**config.mk**
```make
export PLATFORM = sky130hd
export DESIGN_NAME = alu_result_monitor
export DESIGN_NICKNAME = d
export VERILOG_FILES = /design/src/rtl/alu_mon_pkg.sv /design/src/rtl/alu_mon_fifo.sv /design/src/rtl/alu_result_monitor.sv
export SDC_FILE = /design/constraint.sdc
export NUM_CORES = 1
export LEC_CHECK = 0
export ABC_CLOCK_PERIOD_IN_PS = 18000
export CORE_MARGIN = 5
export CORE_UTILIZATION = 42
export CTS_BUF_LIST = sky130_fd_sc_hd__clkbuf_16
export DETAILED_ROUTE_END_ITERATION = 10
export MAX_ROUTING_LAYER = met4
export PLACE_DENSITY = 0.58
export SYNTH_ARGS = -nofsm -noshare
export SYNTH_HDL_FRONTEND = slang
export SYNTH_SLANG_ARGS = --single-unit
```
**constraint.sdc**
```tcl
create_clock -name clk -period 18 [get_ports clk]
set_input_delay 3.6 -clock clk [delete_from_list [all_inputs] [get_ports clk]]
set_output_delay 3.6 -clock clk [all_outputs]
set_load 0.01 [all_outputs]
```
**src/rtl/alu_mon_pkg.sv**
```systemverilog
// alu_mon_pkg: shared types and the golden ALU model for the result monitor.
package alu_mon_pkg;

    // Operand/result width the golden model and mismatch record are built for
    localparam int MON_W = 8;

    typedef enum logic [3:0] {
        OP_ADD  = 4'b0000,
        OP_SUB  = 4'b0001,
        OP_MUL  = 4'b0010,
        OP_DIV  = 4'b0011,
        OP_SHL  = 4'b0100,
        OP_SHR  = 4'b0101,
        OP_ROL  = 4'b0110,
        OP_ROR  = 4'b0111,
        OP_AND  = 4'b1000,
        OP_OR   = 4'b1001,
        OP_XOR  = 4'b1010,
        OP_NOR  = 4'b1011,
        OP_NAND = 4'b1100,
        OP_XNOR = 4'b1101,
        OP_GT   = 4'b1110,
        OP_EQU  = 4'b1111
    } alu_op_e;

    // One queued mismatch; the reader recomputes the expected result itself
    typedef struct packed {
        logic [3:0]       sel;
        logic [MON_W-1:0] a;
        logic [MON_W-1:0] b;
        logic [MON_W-1:0] out;
        logic             carry;
        logic             exp_carry;
    } mis_rec_t;

    // Returns {carry, result}; carry is always the unsigned add carry-out.
    // Division by zero yields 0 here, but such samples are never compared.
    function automatic logic [MON_W:0] alu_golden(input logic [MON_W-1:0] a,
                                                  input logic [MON_W-1:0] b,
                                                  input logic [3:0]       sel);
        logic [MON_W:0]   sum;
        logic [MON_W-1:0] res;
        sum = {1'b0, a} + {1'b0, b};
        res = '0;
        case (alu_op_e'(sel))
            OP_ADD:  res = sum[MON_W-1:0];
            OP_SUB:  res = a - b;
            OP_MUL:  res = a * b;
            OP_DIV:  res = (b == '0) ? '0 : a / b;
            OP_SHL:  res = a << 1;
            OP_SHR:  res = a >> 1;
            OP_ROL:  res = {a[MON_W-2:0], a[MON_W-1]};
            OP_ROR:  res = {a[0], a[MON_W-1:1]};
            OP_AND:  res = a & b;
            OP_OR:   res = a | b;
            OP_XOR:  res = a ^ b;
            OP_NOR:  res = ~(a | b);
            OP_NAND: res = ~(a & b);
            OP_XNOR: res = ~(a ^ b);
            OP_GT:   res = {{(MON_W-1){1'b0}}, (a > b)};
            OP_EQU:  res = {{(MON_W-1){1'b0}}, (a == b)};
            default: res = '0;
        endcase
        return {sum[MON_W], res};
    endfunction

endpackage

```
**src/rtl/alu_mon_fifo.sv**
```systemverilog
// alu_mon_fifo: first-word-fall-through synchronous FIFO holding mismatch records.
// A push while full is only accepted when a pop frees the head in the same cycle.
module alu_mon_fifo #(
    parameter int DEPTH = 4,
    parameter int DW    = 8
) (
    input  logic          clk,
    input  logic          rst,
    input  logic          clear,
    input  logic          push_i,
    input  logic [DW-1:0] data_i,
    input  logic          pop_i,
    output logic [DW-1:0] data_o,
    output logic          full_o,
    output logic          empty_o
);

    localparam int AW = $clog2(DEPTH);

    logic [DW-1:0] mem_q [DEPTH];
    logic [AW:0]   wr_ptr_q;
    logic [AW:0]   rd_ptr_q;
    logic          do_push;
    logic          do_pop;

    // Extra pointer MSB tells a full ring from an empty one
    always_comb begin
        empty_o = (wr_ptr_q == rd_ptr_q);
        full_o  = (wr_ptr_q[AW] != rd_ptr_q[AW]) &&
                  (wr_ptr_q[AW-1:0] == rd_ptr_q[AW-1:0]);
        do_pop  = pop_i && !empty_o;
        do_push = push_i && (!full_o || do_pop);
        data_o  = mem_q[rd_ptr_q[AW-1:0]];
    end

    // Pointer update; clear empties the queue without touching storage
    always_ff @(posedge clk or posedge rst) begin
        if (rst) begin
            wr_ptr_q <= '0;
            rd_ptr_q <= '0;
        end else if (clear) begin
            wr_ptr_q <= '0;
            rd_ptr_q <= '0;
        end else begin
            if (do_push) wr_ptr_q <= wr_ptr_q + 1'b1;
            if (do_pop)  rd_ptr_q <= rd_ptr_q + 1'b1;
        end
    end

    // Record storage, written only on an accepted push
    always_ff @(posedge clk) begin
        if (do_push && !clear) mem_q[wr_ptr_q[AW-1:0]] <= data_i;
    end

endmodule

```
**src/rtl/alu_result_monitor.sv**
```systemverilog
// alu_result_monitor: samples the ALU pins on a strobe, compares them one cycle
// later with the golden model, keeps saturating counters and queues mismatches.
module alu_result_monitor
    import alu_mon_pkg::*;
#(
    parameter int W     = MON_W,
    parameter int DEPTH = 4,
    parameter int CNT_W = 16
) (
    input  logic             clk,
    input  logic             rst,
    input  logic             clear,
    input  logic             smp_valid,
    input  logic [W-1:0]     A,
    input  logic [W-1:0]     B,
    input  logic [3:0]       ALU_Sel,
    input  logic [W-1:0]     ALU_Out,
    input  logic             CarryOut,
    output logic             mis_valid,
    input  logic             mis_ready,
    output logic [3*W+5:0]   mis_data,
    output logic [CNT_W-1:0] pass_cnt,
    output logic [CNT_W-1:0] fail_cnt,
    output logic [CNT_W-1:0] skip_cnt,
    output logic             any_fail,
    output logic             fifo_ovf
);

    logic             v1_q;
    logic [W-1:0]     a_q, b_q, out_q;
    logic [3:0]       sel_q;
    logic             carry_q;

    logic [W:0]       golden;
    logic             is_skip, is_match, hit_pass, hit_fail, hit_skip;
    logic             fifo_full, fifo_empty, fifo_pop, drop;
    mis_rec_t         rec;

    logic [CNT_W-1:0] pass_cnt_q, pass_cnt_d;
    logic [CNT_W-1:0] fail_cnt_q, fail_cnt_d;
    logic [CNT_W-1:0] skip_cnt_q, skip_cnt_d;
    logic             any_fail_q, any_fail_d;
    logic             fifo_ovf_q, fifo_ovf_d;

    // Stage 1: capture the pins on the strobe; clear discards a same-cycle sample
    always_ff @(posedge clk or posedge rst) begin
        if (rst) begin
            v1_q    <= 1'b0;
            a_q     <= '0;
            b_q     <= '0;
            sel_q   <= '0;
            out_q   <= '0;
            carry_q <= 1'b0;
        end else if (clear) begin
            v1_q    <= 1'b0;
        end else begin
            v1_q <= smp_valid;
            if (smp_valid) begin
                a_q     <= A;
                b_q     <= B;
                sel_q   <= ALU_Sel;
                out_q   <= ALU_Out;
                carry_q <= CarryOut;
            end
        end
    end

    // Stage 2: classify the captured sample and build its mismatch record
    always_comb begin
        golden   = alu_golden(a_q, b_q, sel_q);
        is_skip  = (alu_op_e'(sel_q) == OP_DIV) && (b_q == '0);
        is_match = (out_q == golden[W-1:0]) && (carry_q == golden[W]);
        hit_skip = v1_q && is_skip;
        hit_pass = v1_q && !is_skip && is_match;
        hit_fail = v1_q && !is_skip && !is_match;
        fifo_pop = !fifo_empty && mis_ready;
        drop     = hit_fail && fifo_full && !fifo_pop;
        rec      = '{sel: sel_q, a: a_q, b: b_q, out: out_q,
                     carry: carry_q, exp_carry: golden[W]};
    end

    // Saturating counters and sticky flags, next-state
    always_comb begin
        pass_cnt_d = pass_cnt_q;
        fail_cnt_d = fail_cnt_q;
        skip_cnt_d = skip_cnt_q;
        if (hit_pass && pass_cnt_q != '1) pass_cnt_d = pass_cnt_q + 1'b1;
        if (hit_fail && fail_cnt_q != '1) fail_cnt_d = fail_cnt_q + 1'b1;
        if (hit_skip && skip_cnt_q != '1) skip_cnt_d = skip_cnt_q + 1'b1;
        any_fail_d = any_fail_q | hit_fail;
        fifo_ovf_d = fifo_ovf_q | drop;
    end

    // Counter and flag registers
    always_ff @(posedge clk or posedge rst) begin
        if (rst) begin
            pass_cnt_q <= '0;
            fail_cnt_q <= '0;
            skip_cnt_q <= '0;
            any_fail_q <= 1'b0;
            fifo_ovf_q <= 1'b0;
        end else if (clear) begin
            pass_cnt_q <= '0;
            fail_cnt_q <= '0;
            skip_cnt_q <= '0;
            any_fail_q <= 1'b0;
            fifo_ovf_q <= 1'b0;
        end else begin
            pass_cnt_q <= pass_cnt_d;
            fail_cnt_q <= fail_cnt_d;
            skip_cnt_q <= skip_cnt_d;
            any_fail_q <= any_fail_d;
            fifo_ovf_q <= fifo_ovf_d;
        end
    end

    alu_mon_fifo #(
        .DEPTH (DEPTH),
        .DW    ($bits(mis_rec_t))
    ) u_fifo (
        .clk     (clk),
        .rst     (rst),
        .clear   (clear),
        .push_i  (hit_fail),
        .data_i  (rec),
        .pop_i   (fifo_pop),
        .data_o  (mis_data),
        .full_o  (fifo_full),
        .empty_o (fifo_empty)
    );

    assign mis_valid = !fifo_empty;
    assign pass_cnt  = pass_cnt_q;
    assign fail_cnt  = fail_cnt_q;
    assign skip_cnt  = skip_cnt_q;
    assign any_fail  = any_fail_q;
    assign fifo_ovf  = fifo_ovf_q;

endmodule

```
; After elaboration in Yosys (flattened, before gate mapping)
; Memory sizes are Yosys's and may differ from the RTL's.
; Index checks and enable logic that the tools add are counted.
[word_totals]
register_bits = 86
ramBits = 120
input_bits = 34
out_inout_bits = 81
word_cells = 105
n_memories = 1
[mem_list]
columns = name, words, word_bits, read_ports, rd_clocked_by_memory_dff, write_ports, line_no
row1 = u_fifo.mem_q, 4, 30, 1, 0, 1, alu_mon_fifo.sv:20  ; logic [DW-1:0] mem_q [DEPTH];
[classes]
n_addsub = 7
mul = 1
n_div = 1
n_lt_le_gt_ge = 1
eq_ne = 24
mux = 17
bitwise_logic = 9
n_reduce_logical = 31
[ops]
columns = cell, n
row1 = case mux 8 bit (16 select lines), 1
row2 = 2-to-1 mux 16 bit, 6
row3 = "adder 16 x 1 -> 16 bit, second input constant", 3
row4 = "inequality test 16 bit, second input constant", 3
row5 = "equality test 4 bit, second input constant", 8
row6 = inverter 8 bit, 3
row7 = "equality test 4 x 3 -> 1 bit, second input constant", 4
row8 = equality test 8 bit, 2
row9 = logical AND 1 bit, 16
row10 = 2-to-1 mux 3 bit, 4
row11 = nonzero test 2 bit, 5
row12 = adder 8 x 8 -> 9 bit, 1
row13 = AND 8 bit, 1
row14 = divider 8 x 8 -> 8 bit, 1
row15 = "equality test 4 x 2 -> 1 bit, second input constant", 2
row16 = greater-than comparator 8 bit, 1
row17 = zero test 8 bit, 1
row18 = multiplier 8 x 8 -> 8 bit, 1
row19 = 2-to-1 mux 8 bit, 1
row20 = OR 8 bit, 1
row21 = subtractor 8 bit, 1
row22 = XOR 8 bit, 1
row23 = "adder 3 x 1 -> 3 bit, second input constant", 2
row24 = zero test 1 bit, 6
row25 = 11 further kinds, 16

; Longest topological paths before layout
; Gate-level depths: netlist of run 1.
[logic_depth]
ltp_word = 11
depth_mapped = 55
ltp_nobuf = 51

; By module
; A second synthesis of run 1 with hierarchy kept.
[unflattened]
cells_unflattened = 1142
hier_area_um2 = 12738.5
[by_module_without_submodules]
columns = module, instances, cells_per_inst, area_each_um2, seq_area_each_um2
row1 = alu_result_monitor, 1, 929, 7870.0, 2001.9
row2 = alu_mon_fifo, 1, 213, 4868.4, 3753.6

; Least setup slack after synthesis of run 1
; OpenSTA, ideal clock, no wires.
[synth_path]
path_type = reg-to-reg
from = reg b_q[5]
to = mem u_fifo.mem_q[3][0] (netlist name) (enable)
setup_time_ns = 0.492
t_arrival_ns = 13.675
required_ns = 17.508
setup_slack_ns = 3.832
path_stages_with_launch = 49
n_path_buf = 4
synth_period_minus_slack_ns = 14.168
path_cell_list = dfrtp_1 -> nor3_1 -> and3_1 -> a21oi_1 -> a21oi_1 -> ha_1 -> o21a_1 -> o211ai_1 -> mux2i_1 -> ha_1 -> o21a_1 -> o21a_1 -> o211ai_1 -> mux2_2 -> ha_1 -> or3_1 -> o221a_2 -> nand3_1 -> (+13 left out) -> ha_1 -> a21oi_1 -> nor2b_1 -> or3_1 -> o221ai_1 -> clkbuf_1 -> mux2_2 -> ha_1 -> a211oi_1 -> nand3_1 -> nor2_1 -> o211ai_1 -> mux2_2 -> nor4_4 -> a31o_2 -> buf_2 -> buf_2 -> nor4_1
[synth_between]
elab_chain_len = 11
word_cells_on_any_way = 27
cone_classes = add/sub (2) / mul (1) / div (1) / order compare (1) / eq/ne (3) / mux (4) / bitwise (6) / reduce/logical (9)
[synth_rtl]
columns = element, line_no
row1 = "start, declared", alu_result_monitor.sv:30  ; logic [W-1:0] a_q, b_q, out_q;
row2 = "start signal, assigned", alu_result_monitor.sv:50  ; b_q <= '0;
row3 = "start signal, assigned", alu_result_monitor.sv:60  ; b_q <= B;
row4 = "divider 8 x 8 -> 8 bit, or another cell as far along", alu_mon_pkg.sv:49  ; OP_DIV: res = (b == '0) ? '0 : a / b;
row5 = "2-to-1 mux 8 bit, or another cell as far along", alu_mon_pkg.sv:49
row6 = case mux 8 bit (16 select lines), alu_mon_pkg.sv:45  ; case (alu_op_e'(sel))
row7 = equality test 8 bit, alu_result_monitor.sv:72  ; is_match = (out_q == golden[W-1:0]) && (carry_q == golden[W]);
row8 = logical AND 1 bit, alu_result_monitor.sv:72
row9 = zero test 1 bit, alu_result_monitor.sv:75  ; hit_fail = v1_q && !is_skip && !is_match;
row10 = logical AND 1 bit *, alu_result_monitor.sv:75
row11 = logical AND 1 bit *, alu_mon_fifo.sv:32  ; do_push = push_i && (!full_o || do_pop);
row12 = logical AND 1 bit *, alu_mon_fifo.sv:52  ; if (do_push && !clear) mem_q[wr_ptr_q[AW-1:0]] <= data_i;
row13 = 2-to-1 mux 1 bit *, alu_mon_fifo.sv:52
row14 = 2-to-1 mux 1 bit (implied by the code) *, alu_mon_fifo.sv:52
row15 = "end, declared", alu_mon_fifo.sv:20
; Every way passes the cells marked *; elsewhere a longest branch is shown, timed or not.

; Worst setup path in the final report of run 1
[layout_path]
from = reg b_q[0]
to = reg pass_cnt_q[5], in the netlist pass_cnt[5]
[layout_between]
elab_chain_len = 8
word_cells_on_any_way = 24
cone_classes = add/sub (2) / mul (1) / div (1) / order compare (1) / eq/ne (3) / mux (2) / bitwise (6) / reduce/logical (8)
[layout_rtl]
columns = element, line_no
row1 = "divider 8 x 8 -> 8 bit, or another cell as far along", alu_mon_pkg.sv:49
row2 = "2-to-1 mux 8 bit, or another cell as far along", alu_mon_pkg.sv:49
row3 = case mux 8 bit (16 select lines), alu_mon_pkg.sv:45
row4 = equality test 8 bit, alu_result_monitor.sv:72
row5 = logical AND 1 bit, alu_result_monitor.sv:72
row6 = logical AND 1 bit *, alu_result_monitor.sv:74  ; hit_pass = v1_q && !is_skip && is_match;
row7 = logical AND 1 bit *, alu_result_monitor.sv:87  ; if (hit_pass && pass_cnt_q != '1) pass_cnt_d = pass_cnt_q + 1'b1;
row8 = nonzero test 2 bit (no source line) *, --
row9 = "end signal, assigned", alu_result_monitor.sv:109  ; pass_cnt_q <= pass_cnt_d;
row10 = "end, declared", alu_result_monitor.sv:39  ; logic [CNT_W-1:0] pass_cnt_q, pass_cnt_d;
; Marks and branches as above.
; A chain may end at the register's enable or synchronous reset.

==> impl_metrics.py, run 1 <==
metrics = {
    "run_status": {
        "status": "completed",
    },
    "synth": {
        "synth_fa_ha_area_share_pct": 11.07,
        "synth.mux.area_fraction_pct": 8.460,
        "netlist.area_leader.share_pct": 28.87,
        "synth_compound_area_share_pct": 12.70,
        "yosys.area_share.simple_pct": 13.69,
        "ys_ff_latch": 206,
        "yosysWarnings": 0,
        "netlist_area_mm2": 0.01248,
        "yosysTopAreaCell": "edfxtp_1",
        "mappedNetlistNets": 1267,
        "synth_top_family_by_area": "simple AND/OR/NAND/NOR gates",
        "yosys-top-cells-area": "edfxtp_1 (29%), dfrtp_1 (17%), ha_1 (8.8%)",
        "async_reset_ff_share_pct": 41.75,
        "synth_common_cells": "edfxtp_1 (120), ha_1 (88), dfrtp_1 (86)",
        "syn_area_per_cell_um2": 11.04,
        "synth-xor-area-share_pct": 4.360,
        "synth-seq-area-share_pct": 46.11,
        "synth_edf_count": 120,
        "netlist_instances": 1131,
        "ys_types": 71,
        "synth_ff_type": "edfxtp_1",
        "yosysMostFrequentCell": "edfxtp_1",
    },
    "power": {
        "peakVddDrop_uv": 58.36,
        "total_power_mw": 1.579,
        "p_per_area_mw_per_mm2": 107.0,
        "p_leak_nw": 5.646,
    },
    "layout": {
        "nFillCells": 2698,
        "layout-drive-gt1-share_pct": 9.076,
        "layout-area-overhead-vs-synth_pct": 18.25,
        "final_area_mm2": 0.01476,
        "nNetsFinal": 1363,
        "final_util_pct": 50.07,
        "diodes": 0,
    },
    "grt": {
        "gr-total-overflow": 0,
        "grt_start_max_net_pins": 60,
        "antenna_found_initial": 0,
        "grt_first_pass_wirelength_um": 52030,
        "grt_util_all_layers_pct": 20.03,
        "grt_pass1_vias": 9196,
    },
    "clocking": {
        "post_cts_buffers": 0,
        "cts_repair_resize_count": 0,
        "clockRootBuffer": "clkbuf_16",
        "clkLatencyLatePin_ns": 0.52,
        "clk_path_buf_depth": 3,
        "clock_sinks": 206,
        "htreeDepth": 1,
        "numCtsBuffers": 24,
        "clk_pin_slew_ns": 0.06,
        "cts_tree": "done",
        "hold_buffers": 0,
    },
    "timing": {
        "skew_ns": 0.01678,
        "setup_ws_ns": 3.725,
        "fin_crit_sh_pct": 79.31,
        "worstMarginPinSlew_ns": 1.054,
        "clock.fmax_mhz": 70.05,
        "fin_crit_ns": 14.27,
        "hold_viol": 0,
        "rsz0062_at_grt": "false",
        "tns_ns": 0,
        "maxSlewViolCount": 0,
        "relSlewSlack_pct": 29.51,
        "setup_viol": 0,
    },
    "setup_path": {
        "cp-start-kind": "flop",
        "setup.worst_path.start": "b_q[0]",
        "crit_type": "reg -> reg",
        "slowest_stage": "nand4_1",
        "cp_top_family": "compound AO/OA/AOI/OAI gates",
        "crit_path_end_kind": "flop",
        "arrival_ns": 14.71,
        "cpMostUsedCell": "ha_1",
        "critPathBufInv": 1,
        "required_ns": 18.43,
        "critPathMaxFanout": 30,
        "reg2reg_from": "b_q[0]",
        "max_stage_delay_ns": 0.86,
    },
    "routing": {
        "vias": 9357,
        "dr.pass1.iters": 5,
        "wl_met2_um": 15160,
        "wl_per_cell_um": 20.15,
        "met1Wirelength_um": 15110,
        "top_layer_used": "met4",
        "drc": 0,
        "wl_met3_um": 1806,
        "drtIter0Drc": 847,
        "antenna_left": 0,
        "totalWireLength_um": 32940,
        "avgViaCountPerCell": 5.723,
    },
    "worst_hold_path": {
        "min_path_type": "reg -> reg",
        "min_from": "any_fail",
    },
    "die": {
        "rows": 63,
        "start_util_pct": 42.34,
        "ios": 115,
        "die-area_mm2": 0.03327,
        "fp.dieH_um": 182.4,
        "die_w_um": 182.4,
        "design.core.area_mm2": 0.02948,
    },
    "placed_design": {
        "post-place-ws_ns": 3.860,
        "placed_area_mm2": 0.01399,
        "gp_congestion": 0.9293,
        "dp_hpwl_um": 22900,
        "io_buffers": 114,
    },
    "run": {
        "max-cap-violations": 0,
    },
}
## cell families (layout without fill, tap and decap cells)
family                     count (synthesis)  after routing
and+or+nand+nor                          336            336
buffers and inverters                    113            227
AOI/OAI and AO/OA                        250            250
DFF                                      206            206
muxes                                     65             65
adders and majority gates                102            102
xor gates and xnor gates                  59             59
## registers in the layout, indices dropped and copies added, names as in the netlist
| signal | count |
|---|---|
| any_fail | 1 |
| u_fifo.rd_ptr_q | 3 |
| fail_cnt | 16 |
| fifo_ovf | 1 |
| skip_cnt | 16 |
| sel_q | 4 |
| carry_q | 1 |
| a_q | 8 |
| v1_q | 1 |
| u_fifo.wr_ptr_q | 3 |
| u_fifo.mem_q | 120 |
| pass_cnt | 16 |
| b_q | 8 |
| out_q | 8 |
## worst reg2reg max path: cells and delay by family (launching register included)
kind	cells	cell delay, ns
multiplexers	7	2.74
AND/OR/NAND/NOR	11	3.41
AO/OA/AOI/OAI	17	4.38
buffers and inverters	1	0.43
adder cells (fa/ha/maj)	8	2.44
flip-flops	1	0.79
## layout make-up
cell class / count / area [um^2] / share of cell area (%)
Multi-Input combinational cell: 812 / 6297 / 42.66
Timing Repair Buffer: 128 / 1241 / 8.409
Tap cell: 390 / 488.0 / 3.306
Inverter: 55 / 209.0 / 1.416
Clock inverter: 19 / 142.6 / 0.9663
Clock buffer: 25 / 625.6 / 4.238
Sequential cell: 206 / 5757 / 39.00
## worst paths after layout
path                                 endpoint  slack [ns]  depth (start not counted)
setup / recovery                  pass_cnt[5]        3.73                         44
hold / removal                       any_fail        0.50                          2
setup reg to reg                  pass_cnt[5]        3.73                         44
hold reg to reg                      any_fail        0.50                          2
max in group asynchronous  u_fifo.rd_ptr_q[0]       13.38                          3
min in group asynchronous        pass_cnt[11]        3.44                          2
## cell usage in the layout (no fill, tap or decap), types with 22 or more instances in the layout
cell             instances
edfxtp_1               120
clkdlybuf4s50_1        113
ha_1                    88
dfrtp_1                 85
nand2_1                 83
nor2_1                  76
a21oi_1                 73
o21ai_0                 58
inv_1                   57
nand3_1                 37
xnor2_1                 33
mux4_2                  30
or3_1                   26
clkbuf_16               25
xor2_1                  24
mux2_2                  23
o31ai_1                 23
nor3_1                  22
## power breakdown
| part | leakage [nW] | internal (mW) | total, mW | switching (mW) |
|---|---|---|---|---|
| combinational | 3.01 | 0.248 | 0.554 | 0.306 |
| clock | 0.398 | 0.280 | 0.469 | 0.189 |
| sequential | 2.23 | 0.523 | 0.556 | 0.0327 |
## metrics by stage
step	std cells	hold slack [ns]
floorplan	1131	0.4710
global placement	1591	0.4849
detailed placement	1591	0.4953
CTS	1635	0.5082
global route	1635	0.5298
finish	1635	0.4987
## metal layers
layer | track usage [%] | up-vias
li1 | - | 4413
met2 | 31.08 | 259
met1 | 27.56 | 4620
met3 | 3.030 | 65
met5 | - | -
met4 | 5.854 | 0
Power figures use the tool's default switching activity.
==> run 2, diff against run 1 <==
--- a/config.mk
+++ b/config.mk
@@ -5,13 +5,13 @@
 export SDC_FILE = /design/constraint.sdc
 export NUM_CORES = 1
 export LEC_CHECK = 0
-export ABC_CLOCK_PERIOD_IN_PS = 18000
+export ABC_CLOCK_PERIOD_IN_PS = 13030
 export CORE_MARGIN = 5
 export CORE_UTILIZATION = 42
 export CTS_BUF_LIST = sky130_fd_sc_hd__clkbuf_16
 export DETAILED_ROUTE_END_ITERATION = 10
 export MAX_ROUTING_LAYER = met4
-export PLACE_DENSITY = 0.58
+export PLACE_DENSITY = 0.61
 export SYNTH_ARGS = -nofsm -noshare
 export SYNTH_HDL_FRONTEND = slang
 export SYNTH_SLANG_ARGS = --single-unit
==> constraint.sdc (replaced) <==
create_clock -name clk -period 13.03 [get_ports clk]
set_input_delay 2.606 -clock clk [delete_from_list [all_inputs] [get_ports clk]]
set_output_delay 2.606 -clock clk [all_outputs]
set_load 0.01 [all_outputs]
==> run 2 against run 1 <==
  * Sequential power is 37% higher
  * Non-clock buffer count up 13
  * Final cell count increased by 0.80%
  * Clock skew hardly changed
  * Final area rose by 1.6%
  * Die area is the same
  * Power grew 44%
  * Setup slack worse by 2.9 ns
  * Via count up 0.22%
  * Critical path type unchanged
  * Largest cell class unchanged
==> impl_metrics.py, run 2 (same netlist as run 1, synthesis figures left out) <==
metrics = {
    "grt": {
        "gr-total-overflow": 0,
        "grt_start_max_net_pins": 65,
        "grt_util_all_layers_pct": 20.10,
        "grt_pass1_vias": 9154,
        "grt_first_pass_wirelength_um": 52330,
        "antenna_found_initial": 0,
    },
    "routing": {
        "top_layer_used": "met4",
        "antenna_left": 0,
        "wl_per_cell_um": 19.94,
        "dr.pass1.iters": 5,
        "wl_met2_um": 15270,
        "vias": 9378,
        "drtIter0Drc": 721,
        "drc": 0,
        "met1Wirelength_um": 14930,
        "wl_met3_um": 1716,
        "totalWireLength_um": 32860,
        "avgViaCountPerCell": 5.691,
    },
    "power": {
        "power_switching_share_pct": 32.77,
        "p_switching_mw": 0.7443,
        "power.share.sequential_pct": 33.6,
        "p_leak_nw": 5.731,
        "peakVddDrop_uv": 77.28,
        "p_per_area_mw_per_mm2": 151.5,
        "p_int_mw": 1.527,
        "p_comb_share_pct": 34.9,
        "clkPwrFrac_pct": 31.5,
    },
    "layout": {
        "layout-area-overhead-vs-synth_pct": 20.09,
        "layout-drive-gt1-share_pct": 10.41,
        "diodes": 0,
        "regArea_mm2": 0.005757,
        "final_cells": 1648,
        "nNetsFinal": 1376,
        "final_common_cell": "edfxtp_1",
        "multi_input_area_mm2": 0.006331,
        "final_cell_mix": "edfxtp_1 (120), clkdlybuf4s50_1 (113), ha_1 (88)",
        "final_util_pct": 50.84,
        "final_area_mm2": 0.01499,
        "nFillCells": 2652,
        "largest_reg_flops": 120,
    },
    "timing": {
        "fin_crit_sh_pct": 93.85,
        "maxSlewViolCount": 0,
        "hold_viol": 0,
        "setup_viol": 0,
        "tns_ns": 0,
        "relSlewSlack_pct": 26.95,
        "skew_ns": 0.01629,
        "clock.fmax_mhz": 81.78,
        "worstMarginPinSlew_ns": 1.096,
        "setup_ws_ns": 0.8016,
        "fin_crit_ns": 12.23,
        "rsz0062_at_grt": "false",
    },
    "worst_hold_path": {
        "min_path_cells": 2,
        "whs_endpoint": "any_fail",
        "min_path_type": "reg -> reg",
        "min_from": "any_fail",
    },
    "die": {
        "start_util_pct": 42.34,
        "die_w_um": 182.4,
        "rows": 63,
        "design.core.area_mm2": 0.02948,
        "ios": 115,
        "die-area_mm2": 0.03327,
        "fp.dieH_um": 182.4,
    },
    "setup_path": {
        "required_ns": 13.25,
        "cpMostUsedCell": "ha_1",
        "critPathMaxFanout": 37,
        "reg2reg_depth": 47,
        "crit_path_end_kind": "flop",
        "reg2reg_from": "b_q[5]",
        "r2r_end": "u_fifo.mem_q[3][16]",
        "cp-start-kind": "flop",
        "arrival_ns": 12.45,
        "r2r_slack_ns": 0.80,
        "max_stage_delay_ns": 0.53,
        "crit_type": "reg -> reg",
        "slowest_stage": "o41ai_4",
    },
    "placed_design": {
        "gp_congestion": 0.9341,
        "dp.cells": 1602,
        "io_buffers": 114,
        "placed_area_mm2": 0.01408,
        "dp_hpwl_um": 22890,
        "post-place-ws_ns": 0.3751,
    },
    "clocking": {
        "htreeDepth": 1,
        "clock_sinks": 206,
        "clk_pin_slew_ns": 0.06,
        "clockRootBuffer": "clkbuf_16",
        "clkLatencyLatePin_ns": 0.52,
        "cts_tree": "done",
        "clk_path_buf_depth": 3,
        "numCtsBuffers": 24,
    },
    "run": {
        "max-cap-violations": 0,
    },
    "run_status": {
        "status": "completed",
    },
}
## run 2: cell types whose count changed in the layout (fill, tap and decap cells not counted), moves of 2 or more
cell and change:
inv_6 -2, bufinv_16 +3, inv_1 -4, buf_4 +9, buf_6 +4, clkinvlp_4 +2
## run 2: how the worst max path moves through the flow
stage / cells past startpoint / startpoint / end / slack (ns)
after detailed placement: 47 / b_q[5] / u_fifo.mem_q[3][11] / 0.38
after floorplan: 48 / b_q[5] / u_fifo.mem_q[3][0] / 0.14
after CTS: 47 / b_q[5] / u_fifo.mem_q[3][8] / 0.31
after global placement: 47 / b_q[5] / u_fifo.mem_q[3][11] / 0.73
final: 47 / b_q[5] / u_fifo.mem_q[3][16] / 0.80
after global routing: 48 / b_q[5] / u_fifo.mem_q[3][8] / 0.009
## run 2: what timing repair did
action / in CTS / in global routing
resized for setup: 0 / 8
hold buffers: 0 / 0
hold endpoints to repair: 0 / 0
buffers inserted: 0 / 2
endpoints found under the setup margin: 0 / 157
## run 2: through the flow
| stage | hold slack [ns] | power [mW] |
|---|---|---|
| floorplan | 0.4710 | 1.327 |
| global placement | 0.4920 | 1.540 |
| detailed placement | 0.4967 | 1.549 |
| CTS | 0.5113 | 2.273 |
| global route | 0.5362 | 2.407 |
| finish | 0.5093 | 2.271 |
## run 2: per-layer routing
layer | GRT usage (%) | vias to the layer above
li1 | - | 4440
met5 | - | -
met3 | 2.332 | 62
met2 | 31.48 | 256
met1 | 27.95 | 4620
met4 | 5.704 | 0
## run 2: layout make-up
cell class	count	share of cell area (%)
flip-flops and latches	206	38.41
well taps	390	3.255
multi-input cells	812	42.24
clock buffers	25	4.174
repair buffers	141	9.032
clock inverters	19	1.503
inverters	55	1.394
## run 2: power groups by stage
stage / sequential [mW] / combinational [mW] / clock, mW
after detailed placement: 0.775 / 0.774 / 0
final: 0.762 / 0.793 / 0.716
after global placement: 0.773 / 0.767 / 0
after global routing: 0.766 / 0.881 / 0.760
after CTS: 0.762 / 0.780 / 0.732
after floorplan: 0.758 / 0.568 / 0
## run 2: critical path: cells and delay by family (launching register included)
family                     cells  cell delay (ns)
AOI/OAI and AO/OA             18             3.78
adders and majority gates      7             2.06
buffers and inverters          3             0.72
DFF                            1             0.49
muxes                          7             2.65
and+or+nand+nor               12             2.17
==> run 3, diff against run 2 <==
--- a/config.mk
+++ b/config.mk
@@ -6,12 +6,14 @@
 export NUM_CORES = 1
 export LEC_CHECK = 0
 export ABC_CLOCK_PERIOD_IN_PS = 13030
+export CELL_PAD_IN_SITES_DETAIL_PLACEMENT = 0
+export CELL_PAD_IN_SITES_GLOBAL_PLACEMENT = 1
 export CORE_MARGIN = 5
 export CORE_UTILIZATION = 42
 export CTS_BUF_LIST = sky130_fd_sc_hd__clkbuf_16
 export DETAILED_ROUTE_END_ITERATION = 10
 export MAX_ROUTING_LAYER = met4
-export PLACE_DENSITY = 0.61
+export PLACE_DENSITY = 0.74
 export SYNTH_ARGS = -nofsm -noshare
 export SYNTH_HDL_FRONTEND = slang
 export SYNTH_SLANG_ARGS = --single-unit
==> run 3 against run 2 <==
  * Utilization shrank 0.15 points
  * Die area did not move
  * Final cell count stayed put
  * Sequential power fell by 0.7%
  * Critical path type unchanged
  * Sequential cell count unchanged
  * First-iteration DRC count up 11%
  * Fmax hardly changed
  * Clock skew fell by 0.0016 ns
  * Combinational power up 2%
  * Highest routed layer unchanged
  * Hold slack gained 0.0028 ns
==> impl_metrics.py, run 3 (same netlist as run 1, synthesis figures left out) <==
metrics = {
    "placed_design": {
        "post-place-ws_ns": 0.2385,
        "gp_congestion": 0.9579,
        "dp.cells": 1604,
        "dp_hpwl_um": 23940,
        "io_buffers": 114,
        "placed_area_mm2": 0.01410,
    },
    "power": {
        "p_per_area_mw_per_mm2": 148.8,
        "p_leak_nw": 5.708,
        "total_power_mw": 2.224,
        "peakVddDrop_uv": 86.70,
    },
    "grt": {
        "grt_util_all_layers_pct": 20.96,
        "gr-total-overflow": 0,
        "antenna_found_initial": 0,
        "grt_pass1_vias": 9207,
        "grt_first_pass_wirelength_um": 53790,
        "grt_start_max_net_pins": 60,
    },
    "clocking": {
        "clk_pin_slew_ns": 0.06,
        "cts_tree": "done",
        "clk_path_buf_depth": 3,
        "htreeDepth": 1,
        "numCtsBuffers": 22,
        "hold_buffers": 0,
        "clockRootBuffer": "clkbuf_16",
        "clock_sinks": 206,
        "clkLatencyLatePin_ns": 0.52,
    },
    "timing": {
        "skew_ns": 0.01470,
        "setup_viol": 0,
        "maxSlewViolCount": 0,
        "fin_crit_ns": 12.24,
        "relSlewSlack_pct": 31.70,
        "tns_ns": 0,
        "clock.fmax_mhz": 81.70,
        "fin_crit_sh_pct": 93.94,
        "hold_viol": 0,
        "setup_ws_ns": 0.7898,
        "hold_ws_ns": 0.5121,
        "worstMarginPinSlew_ns": 1.017,
    },
    "run": {
        "max-cap-violations": 0,
    },
    "setup_path": {
        "setup.worst_path.start": "b_q[2]",
        "cpMostUsedCell": "ha_1",
        "cp_top_family": "compound AO/OA/AOI/OAI gates",
        "cp-start-kind": "flop",
        "crit_type": "reg -> reg",
        "reg2reg_depth": 48,
        "required_ns": 13.25,
        "max_stage_delay_ns": 0.48,
        "critPathMaxFanout": 37,
        "critPathBufInv": 3,
        "crit_path_end": "u_fifo.mem_q[2][15]",
        "r2r_end": "u_fifo.mem_q[2][15]",
        "slowest_stage": "dfrtp_1",
        "reg2reg_from": "b_q[2]",
        "cp.depth": 48,
        "r2r_slack_ns": 0.79,
        "arrival_ns": 12.46,
        "crit_path_end_kind": "flop",
    },
    "routing": {
        "wl_per_cell_um": 20.81,
        "antenna_left": 0,
        "totalWireLength_um": 34300,
        "vias": 9435,
        "avgViaCountPerCell": 5.725,
        "drc": 0,
        "drtIter0Drc": 798,
        "dr.pass1.iters": 5,
    },
    "die": {
        "fp.dieH_um": 182.4,
        "die_w_um": 182.4,
        "ios": 115,
        "design.core.area_mm2": 0.02948,
        "rows": 63,
        "start_util_pct": 42.34,
        "die-area_mm2": 0.03327,
    },
    "layout": {
        "final_area_mm2": 0.01495,
        "diodes": 0,
        "layout-area-overhead-vs-synth_pct": 19.74,
        "layout-drive-gt1-share_pct": 10.97,
        "final_cells": 1648,
        "final_cell_mix": "edfxtp_1 (120), clkdlybuf4s50_1 (113), ha_1 (88)",
        "nFillCells": 2640,
        "nNetsFinal": 1378,
        "largest_reg_flops": 120,
        "final_util_pct": 50.70,
        "final_common_cell": "edfxtp_1",
    },
    "run_status": {
        "status": "completed",
    },
    "worst_hold_path": {
        "min_path_type": "reg -> reg",
    },
}
## run 3: worst min-delay path by stage
stage	startpoint	to	slack, ns	cells after the start
after global placement	fifo_ovf	fifo_ovf	0.48	2
after detailed placement	fifo_ovf	fifo_ovf	0.50	2
after floorplan	sel_q[0]	u_fifo.mem_q[0][26]	0.47	0
final	any_fail	any_fail	0.51	2
after CTS	fifo_ovf	fifo_ovf	0.51	2
after global routing	fifo_ovf	fifo_ovf	0.56	2
## run 3: power breakdown
group / switching (mW) / internal (mW)
Clock: 0.267 / 0.391
Sequential: 0.0339 / 0.723
Combinational: 0.454 / 0.356
Total: 0.755 / 1.47
## run 3: layout make-up
type	instances	area (um^2)	area share [%]
Inverter	55	209.0	1.398
Timing Repair Buffer	145	1384	9.259
Sequential cell	206	5761	38.54
Clock buffer	22	550.5	3.684
Multi-Input combinational cell	812	6341	42.43
Tap cell	390	488.0	3.265
Clock inverter	18	212.7	1.423
## run 3: routing by layer
layer  track usage (%)  share of wire, %  vias to the layer above
li1                  -                 -                     4459
met1             29.77                47                     4645
met2             31.86                46                      269
met3             3.050               5.0                       62
met4             5.524               2.7                        0
met5                 -                 0                        -
## run 3: worst reg2reg max path, delay by kind of cell, from the launching register on
family	cells	cell delay [ns]
mux	7	2.57
compound gates	18	3.70
buf+inv	3	0.71
flops	1	0.48
fa+ha+maj	7	1.95
simple gates	13	2.54
## run 3: what timing repair did
item                       CTS  global route
setup buffers                0             4
setup endpoints to repair    0           155
gates resized for setup      0            14
